--- src/rtl/spi_cmd_scheduler.sv ---
// spi_cmd_scheduler: round-robin arbiter for two requesters that posts one command word at a time
// into the SPI command buffer, polls its slot until the SPI master sets ready, then clears the slot.
module spi_cmd_scheduler #(
    parameter int DEPTH       = 256,
    parameter int TIMEOUT_CYC = 4096
) (
    input  logic        clk,
    input  logic        rst,
    input  logic        req0_valid,
    input  logic        req0_rd,
    input  logic [6:0]  req0_addr,
    input  logic [7:0]  req0_wdata,
    output logic        req0_done,
    input  logic        req1_valid,
    input  logic        req1_rd,
    input  logic [6:0]  req1_addr,
    input  logic [7:0]  req1_wdata,
    output logic        req1_done,
    output logic [7:0]  rsp_data,
    output logic        rsp_err,
    output logic [7:0]  buf_addra,
    output logic [31:0] buf_dina,
    output logic        buf_wea,
    input  logic [31:0] buf_douta,
    output logic        busy
);
    localparam int AW = $clog2(DEPTH);
    localparam int TW = $clog2(TIMEOUT_CYC);

    typedef enum logic [2:0] {IDLE, WRITE, PADDR, PDATA, CLEAR, DONE} state_t;

    state_t        state, nxt;
    logic          gnt, last_gnt, rd, err, gnt_nxt, ready, expired, any_valid;
    logic [6:0]    addr;
    logic [7:0]    wdata;
    logic [AW-1:0] wr_ptr;
    logic [TW-1:0] tmo_cnt;
    logic          unused;

    assign any_valid = req0_valid || req1_valid;
    assign gnt_nxt   = (req0_valid && req1_valid) ? !last_gnt : req1_valid;
    assign ready     = buf_douta[31];
    assign expired   = tmo_cnt == TW'(TIMEOUT_CYC - 1);
    assign busy      = state != IDLE;
    assign rsp_err   = err;
    assign unused    = ^{buf_douta[30:15], buf_douta[6:0]};

    always_comb begin
        nxt       = state;
        buf_addra = 8'd0;
        buf_dina  = 32'd0;
        buf_wea   = 1'b0;
        req0_done = 1'b0;
        req1_done = 1'b0;
        case (state)
            IDLE:  nxt = any_valid ? WRITE : IDLE;
            WRITE: begin
                buf_addra = 8'(wr_ptr);
                buf_dina  = {2'b01, rd, 14'd0, rd ? 8'd0 : wdata, addr};
                buf_wea   = 1'b1;
                nxt       = PADDR;
            end
            PADDR: begin
                buf_addra = 8'(wr_ptr);
                nxt       = PDATA;
            end
            PDATA: begin
                buf_addra = 8'(wr_ptr);
                nxt       = (ready || expired) ? CLEAR : PADDR;
            end
            CLEAR: begin
                buf_addra = 8'(wr_ptr);
                buf_wea   = 1'b1;
                nxt       = DONE;
            end
            DONE: begin
                req0_done = !gnt;
                req1_done = gnt;
                nxt       = IDLE;
            end
            default: nxt = IDLE;
        endcase
    end

    always_ff @(posedge clk or negedge rst) begin
        if (!rst) begin
            state    <= IDLE;
            gnt      <= 1'b0;
            last_gnt <= 1'b1;
            rd       <= 1'b0;
            addr     <= 7'd0;
            wdata    <= 8'd0;
            wr_ptr   <= '0;
            tmo_cnt  <= '0;
            err      <= 1'b0;
            rsp_data <= 8'd0;
        end else begin
            state <= nxt;
            if (state == IDLE && any_valid) begin
                gnt      <= gnt_nxt;
                last_gnt <= gnt_nxt;
                rd       <= gnt_nxt ? req1_rd : req0_rd;
                addr     <= gnt_nxt ? req1_addr : req0_addr;
                wdata    <= gnt_nxt ? req1_wdata : req0_wdata;
            end
            if (state == WRITE)
                tmo_cnt <= '0;
            // one poll is a PADDR/PDATA pair; the count advances only on a miss
            if (state == PDATA) begin
                if (ready) begin
                    rsp_data <= rd ? buf_douta[14:7] : 8'd0;
                    err      <= 1'b0;
                end else if (expired) begin
                    rsp_data <= 8'd0;
                    err      <= 1'b1;
                end else begin
                    tmo_cnt <= tmo_cnt + 1'b1;
                end
            end
            if (state == CLEAR)
                wr_ptr <= wr_ptr + 1'b1;
        end
    end
endmodule

--- config.mk ---
export PLATFORM = sky130hd
export DESIGN_NAME = spi_cmd_scheduler
export DESIGN_NICKNAME = d
export VERILOG_FILES = /design/src/rtl/spi_cmd_scheduler.sv
export SDC_FILE = /design/constraint.sdc
export NUM_CORES = 1
export LEC_CHECK = 0
export BUFFER_PORTS_ARGS = -buffer_cell sky130_fd_sc_hd__clkbuf_2
export CORE_ASPECT_RATIO = 0.5
export CORE_MARGIN = 2
export CORE_UTILIZATION = 48
export CTS_CLUSTER_DIAMETER = 120
export DETAILED_ROUTE_END_ITERATION = 10
export PLACE_DENSITY = 0.81
export SLEW_MARGIN = 10
export SYNTH_ARGS = -nofsm -noshare
export SYNTH_HDL_FRONTEND = slang
export SYNTH_SLANG_ARGS = --single-unit
--- constraint.sdc ---
create_clock -name clk -period 2.1 [get_ports clk]
set_input_delay 0.21 -clock clk [delete_from_list [all_inputs] [get_ports clk]]
set_output_delay 0.21 -clock clk [all_outputs]
set_load 0.01 [all_outputs]
==> results of run 1 <==
[worst max-delay path: stages, from the launching register on]
cell	delay [ps]
dfrtp_1	470
or3b_4	480
clkinvlp_4	210
and2_1	160
clkbuf_2	140
[metal layers]
metal | part of all wire | global-route usage
met2 | 0.51 | 0.376
met4 | 0.023 | 0.0847
met3 | 0.049 | 0.0414
met5 | 0 | 0
met1 | 0.42 | 0.233
[sequential cells by signal, indices dropped and copies added (netlist names)]
register,count
addr,7
gnt,1
last_gnt,1
rd,1
rsp_data,8
rsp_err,1
state,3
tmo_cnt,12
wdata,8
wr_ptr,8
[synthesized netlist by cell type, types with 7 or more instances]
cell / instances / area share
buf_2: 7 / 0.013
dfrtp_1: 49 / 0.45
nand3_1: 9 / 0.016
nand4_1: 13 / 0.030
nor2_1: 21 / 0.029
a21oi_1: 19 / 0.035
nand2_1: 12 / 0.016
and2_1: 24 / 0.054
mux2i_1: 16 / 0.058
buf_4: 19 / 0.052
inv_1: 11 / 0.015
o21ai_0: 15 / 0.027
xnor2_1: 8 / 0.025
[power by group through the flow]
stage | registers (mW) | clock network, mW | logic (mW)
floorplan | 1.46 | 0 | 1.16
global placement | 1.49 | 0 | 1.54
detailed placement | 1.52 | 0 | 1.61
CTS | 1.50 | 0.825 | 1.63
global route | 1.56 | 0.863 | 1.85
finish | 1.52 | 0.819 | 1.65
[per-stage QoR]
| step | worst slack, ps | utilization |
|---|---|---|
| 4_1_cts | 64.4 | 0.604 |
| 2_1_floorplan | 417 | - |
| 5_1_grt | 20.7 | 0.607 |
| 3_5_place_dp | 142 | 0.574 |
| 3_3_place_gp | 244 | 0.574 |
| 6_report | 134 | 0.607 |
[cell type report]
| type | count | area share |
|---|---|---|
| clock inverter | 3 | 0.00710 |
| multi-input combinational | 202 | 0.388 |
| clock buffer | 5 | 0.0374 |
| sequential | 50 | 0.374 |
| inverter | 12 | 0.0146 |
| timing repair buffer | 91 | 0.151 |
| tap | 73 | 0.0273 |
[final timing paths]
check | from | end | slack [ps] | cells after the start
setup / recovery | state[2]$_DFF_PN0_ | buf_dina[2] | 130 | 4
hold / removal | req0_valid | last_gnt$_DFFE_PN1P_ | 160 | 2
setup reg to reg | tmo_cnt[0]$_DFF_PN0_ | rsp_data[5]$_DFFE_PN0P_ | 190 | 5
hold reg to reg | wr_ptr[7]$_DFFE_PN0P_ | wr_ptr[7]$_DFFE_PN0P_ | 480 | 1
max in group asynchronous | rst | last_gnt$_DFFE_PN1P_ | 960 | 3
min in group asynchronous | rst | rsp_data[7]$_DFFE_PN0P_ | 500 | 2
[kinds of logic (layout without fill, tap and decap cells)]
group / count (synthesis) / count (layout) / share of synthesized area
mux: 17 / 17 / 0.0622
buf+inv: 44 / 111 / 0.0999
fa+ha+maj: 2 / 2 / 0.00908
other cells: 1 / 15 / 0.00136
flops: 50 / 50 / 0.455
compound gates: 55 / 55 / 0.124
xor+xnor: 11 / 11 / 0.0350
simple gates: 102 / 102 / 0.214
[what timing repair did]
item                                    CTS  global route
resized for setup                         1             4
hold buffers                              1             0
endpoints found under the setup margin    8             9
endpoints found under the hold margin    25             0
pin swaps                                 0             0
==> impl_metrics.yaml, run 1 <==
outcome:
  status: "finished clean"
yosys:
  avgSynthCellArea_um2: 9.77
  netlist_area_um2: 2760
  synth-seq-area-share: 0.455
  synth-seq-cells: 50
  synth-async-reset-ratio: 1.00
  synth_cell_types: 45
  synthFlopType: "dfrtp_1"
  syn_inst: 282
  synth_edf_count: 0
  synth_warnings: 0
cells_and_area:
  nNetsFinal: 432
  layout-drive-gt1-share: 0.306
  layout_common_cells: "82 x clkbuf_2, 49 x dfrtp_1, 24 x and2_1, 20 x nor2_1, 19 x a21oi_1"
  multi_input_comb_area_um2: 1300
  final_common_cell: "clkbuf_2"
  seqCellArea_um2: 1250
  syn_to_final_growth_pct: 21.5
  final_cell_area_um2: 3350
  nFillCells: 432
  num_antenna_cells: 0
  final_cells: 436
clock_tree:
  worstSkewPairLatency_ps: 300
  postCtsSetupRepairBufs: 0
  cts_buffers: 5
  clkSlewWorstSetupHoldPaths_ps: 80
  cts_sinks: 50
  ctsHtreeMaxLevel: 2
  cts-root-buf: "clkbuf_16"
  cts_tree: "built"
  ctsLongestPathBuffers: 2
timing:
  hold_viol_final: 0
  slew-limit-headroom: 0.552
  fin_tns_setup_ps: 0
  rsz0062_at_grt: "false"
  max_freq_mhz: 509
  worstMarginPinSlew_ps: 673
  hold_ws_ps: 156
  min_period_over_period: 0.936
  setup_viol: 0
  period_minus_slack_ps: 1970
  drv_slew: 0
  finClkSkew_ps: 13.5
die:
  fp.dieH_um: 57.6
  start_util: 0.500
  dieWidth_um: 111
  core_um2: 5520
  num_rows: 19
  dieArea_um2: 6400
  io_pins: 121
grt:
  gr-total-overflow: 0
  grt_max_degree: 29
  grt_pass1_wl_mm: 10.4
  grt_pass1_vias: 2275
  grt_use_total: 0.202
  antenna_found_initial: 0
detailed_routing:
  drc: 0
  ant_nets: 0
  drtPass1Iterations: 4
  vias_per_cell: 5.36
  first_iter_violations: 107
  vias: 2339
  post_drt_wl_per_cell_um: 14.3
  routed_wl_mm: 6.22
placement:
  finalWeightedCongestion: 0.804
  numPortBuffers: 82
  dp_cells: 427
  dp_hpwl_mm: 4.53
  placed_cell_area_um2: 3170
run:
  cap_viol_max_count: 0
worst_setup_path:
  end_kind: "primary output"
  cp_data_arrival_time_ps: 1760
  cp_max_fo: 13
  criticalPathCategory: "reg -> out"
  critical_path.startpoint_type: "register"
  critPathRequiredTime_ps: 1890
min_path:
  hold_path_class: "in -> reg"
power_and_ir_drop:
  switching_power_mw: 1.56
  p_total_mw: 3.99
  pwr-share-seq: 0.381
  p_int_mw: 2.43
  irDropWorstVdd_mv: 0.570
  pwr-share-clk: 0.205
  leakagePower_nw: 1.65
  switching_share: 0.392
  power_density_nw_per_um2: 1190
  pwr-share-comb: 0.413
No activity file was read; power rests on OpenSTA's default activity.
==> inputs of run 2 (changes only) <==
--- a/config.mk
+++ b/config.mk
@@ -5,13 +5,13 @@
 export SDC_FILE = /design/constraint.sdc
 export NUM_CORES = 1
 export LEC_CHECK = 0
-export BUFFER_PORTS_ARGS = -buffer_cell sky130_fd_sc_hd__clkbuf_2
 export CORE_ASPECT_RATIO = 0.5
 export CORE_MARGIN = 2
-export CORE_UTILIZATION = 48
+export CORE_UTILIZATION = 55
 export CTS_CLUSTER_DIAMETER = 120
 export DETAILED_ROUTE_END_ITERATION = 10
-export PLACE_DENSITY = 0.81
+export DONT_BUFFER_PORTS = 1
+export PLACE_DENSITY = 0.7
 export SLEW_MARGIN = 10
 export SYNTH_ARGS = -nofsm -noshare
 export SYNTH_HDL_FRONTEND = slang
==> run 2 against run 1 <==
Effect of this change: clock skew decreased by 8.1 ps; clock power decreased by 29%; final area down 14%; largest cell class unchanged.
==> impl_metrics.yaml, run 2 (synthesis results as in run 1) <==
outcome:
  status: "finished clean"
die:
  dieWidth_um: 104
  fp.dieH_um: 54.0
  start_util: 0.566
  io_pins: 121
  core_um2: 4860
  num_rows: 18
  dieArea_um2: 5630
grt:
  met1_usage: 0.253
  gr-usage-met3: 0.0521
  busiest_layer: "met2"
  antenna_found_initial: 0
  grt_max_degree: 51
  gr-usage-met2: 0.352
  grt_use_total: 0.199
  grt_pass1_wl_mm: 8.63
  gr-total-overflow: 0
  grt_pass1_vias: 1786
worst_setup_path:
  cp_cell_sequence: "or3b_4 > clkinv_1 > buf_4 > and2_1"
  cpPeakStageDelay_ps: 500
  critical_path.startpoint_type: "register"
  cp_slowest_cell: "or3b_4"
  worst_r2r_endpoint: "rsp_data[4]$_DFFE_PN0P_"
  rrSetupSlack_ps: 200
  crit_family: "simple AND/OR/NAND/NOR gates"
  r2r-start: "tmo_cnt[0]$_DFF_PN0_"
  cp_data_arrival_time_ps: 1790
  crit_buf_inv: 2
  criticalPathCategory: "reg -> out"
  reg2regPathDepth: 5
  end_kind: "primary output"
  cp_max_fo: 8
  critPathRequiredTime_ps: 1890
clock_tree:
  ctsLongestPathBuffers: 2
  cts_buffers: 5
  cts_tree: "built"
  clkSlewWorstSetupHoldPaths_ps: 90
  cts-root-buf: "clkbuf_8"
  cts_sinks: 50
  worstSkewPairLatency_ps: 300
  ctsHtreeMaxLevel: 2
  postCtsSetupRepairBufs: 0
timing:
  setup_viol: 0
  rsz0062_at_grt: "false"
  min_period_over_period: 0.954
  worstMarginPinSlew_ps: 590
  period_minus_slack_ps: 2000
  max_freq_mhz: 499
  slew-limit-headroom: 0.605
  fin_tns_setup_ps: 0
  setup_ws_ps: 96.3
  hold_viol_final: 0
  finClkSkew_ps: 5.39
  drv_slew: 0
min_path:
  hold_path_end: "last_gnt$_DFFE_PN1P_"
  holdCritStartpoint: "req1_valid"
  hold_depth: 2
  hold_path_class: "in -> reg"
cells_and_area:
  layout_common_cells: "49 x dfrtp_1, 24 x and2_1, 20 x nor2_1, 19 x a21oi_1, 16 x mux2i_1"
  final_cells: 352
  nNetsFinal: 351
  final_common_cell: "dfrtp_1"
  final_cell_area_um2: 2870
  largest-register: "tmo_cnt"
  syn_to_final_growth_pct: 4.09
  largest_reg_flops: 12
  num_antenna_cells: 0
  layout-drive-gt1-share: 0.0922
placement:
  numPortBuffers: 0
  placed_cell_area_um2: 2710
  finalWeightedCongestion: 0.774
  dp_hpwl_mm: 3.81
  post-place-ws_ps: 158
  dp_cells: 340
power_and_ir_drop:
  switching_share: 0.403
  pwr-share-comb: 0.384
  power_density_nw_per_um2: 1200
  leakagePower_nw: 1.28
  switching_power_mw: 1.38
  pwr-share-clk: 0.169
  irDropWorstVdd_mv: 0.580
  p_int_mw: 2.05
  pwr-share-seq: 0.447
run:
  cap_viol_max_count: 0
detailed_routing:
  vias_per_cell: 5.50
  drtPass1Iterations: 4
  first_iter_violations: 67
  vias: 1937
  post_drt_wl_per_cell_um: 15.5
  ant_nets: 0
  drc: 0
  routed_wl_mm: 5.47
run 2: power groups by stage:
stage	logic, mW	registers (mW)	clock network (mW)
global placement	1.23	1.53	0
CTS	1.33	1.53	0.600
finish	1.32	1.53	0.581
floorplan	1.16	1.46	0
global route	1.50	1.58	0.636
detailed placement	1.28	1.55	0
run 2: timing repair:
item | CTS | global route
pin swaps | 0 | 1
hold buffers | 4 | 0
gates resized for setup | 2 | 0
endpoints found under the hold margin | 52 | 0
endpoints found under the setup margin | 15 | 6
run 2: worst max path at each step:
stage                                     from                       to  slack [ps]  cells after the start
after global routing      tmo_cnt[0]$_DFF_PN0_  rsp_data[5]$_DFFE_PN0P_           4                      5
after detailed placement  tmo_cnt[0]$_DFF_PN0_  rsp_data[4]$_DFFE_PN0P_         160                      5
after floorplan           tmo_cnt[0]$_DFF_PN0_    tmo_cnt[11]$_DFF_PN0_         420                      7
final                       state[2]$_DFF_PN0_              buf_dina[5]         100                      4
after CTS                   state[2]$_DFF_PN0_              buf_dina[3]          80                      4
after global placement      state[2]$_DFF_PN0_              buf_dina[9]         230                      3
run 2: area by class of cell:
class | instances | area (µm²)
fillers | 423 | 2000
multi-input cells | 202 | 1290
flip-flops and latches | 50 | 1250
repair buffers | 10 | 103
well taps | 70 | 87.6
clock buffers | 7 | 86.3
inverters | 12 | 45.0
clock inverters | 1 | 5.00
run 2: through the flow:
step                hold slack [ps]  power, mW   util
detailed placement            -84.3       2.83  0.558
global placement              -84.1       2.75  0.558
CTS                            49.0       3.46  0.590
finish                         62.2       3.43  0.590
global route                   45.5       3.71  0.590
floorplan                     -85.6       2.62      -
run 2: metal layers:
metal  vias to the layer above  share of wire
met1                       926           0.45
met3                         5          0.048
met2                        62           0.49
li1                        944              -
met5                         -              0
met4                         0         0.0066
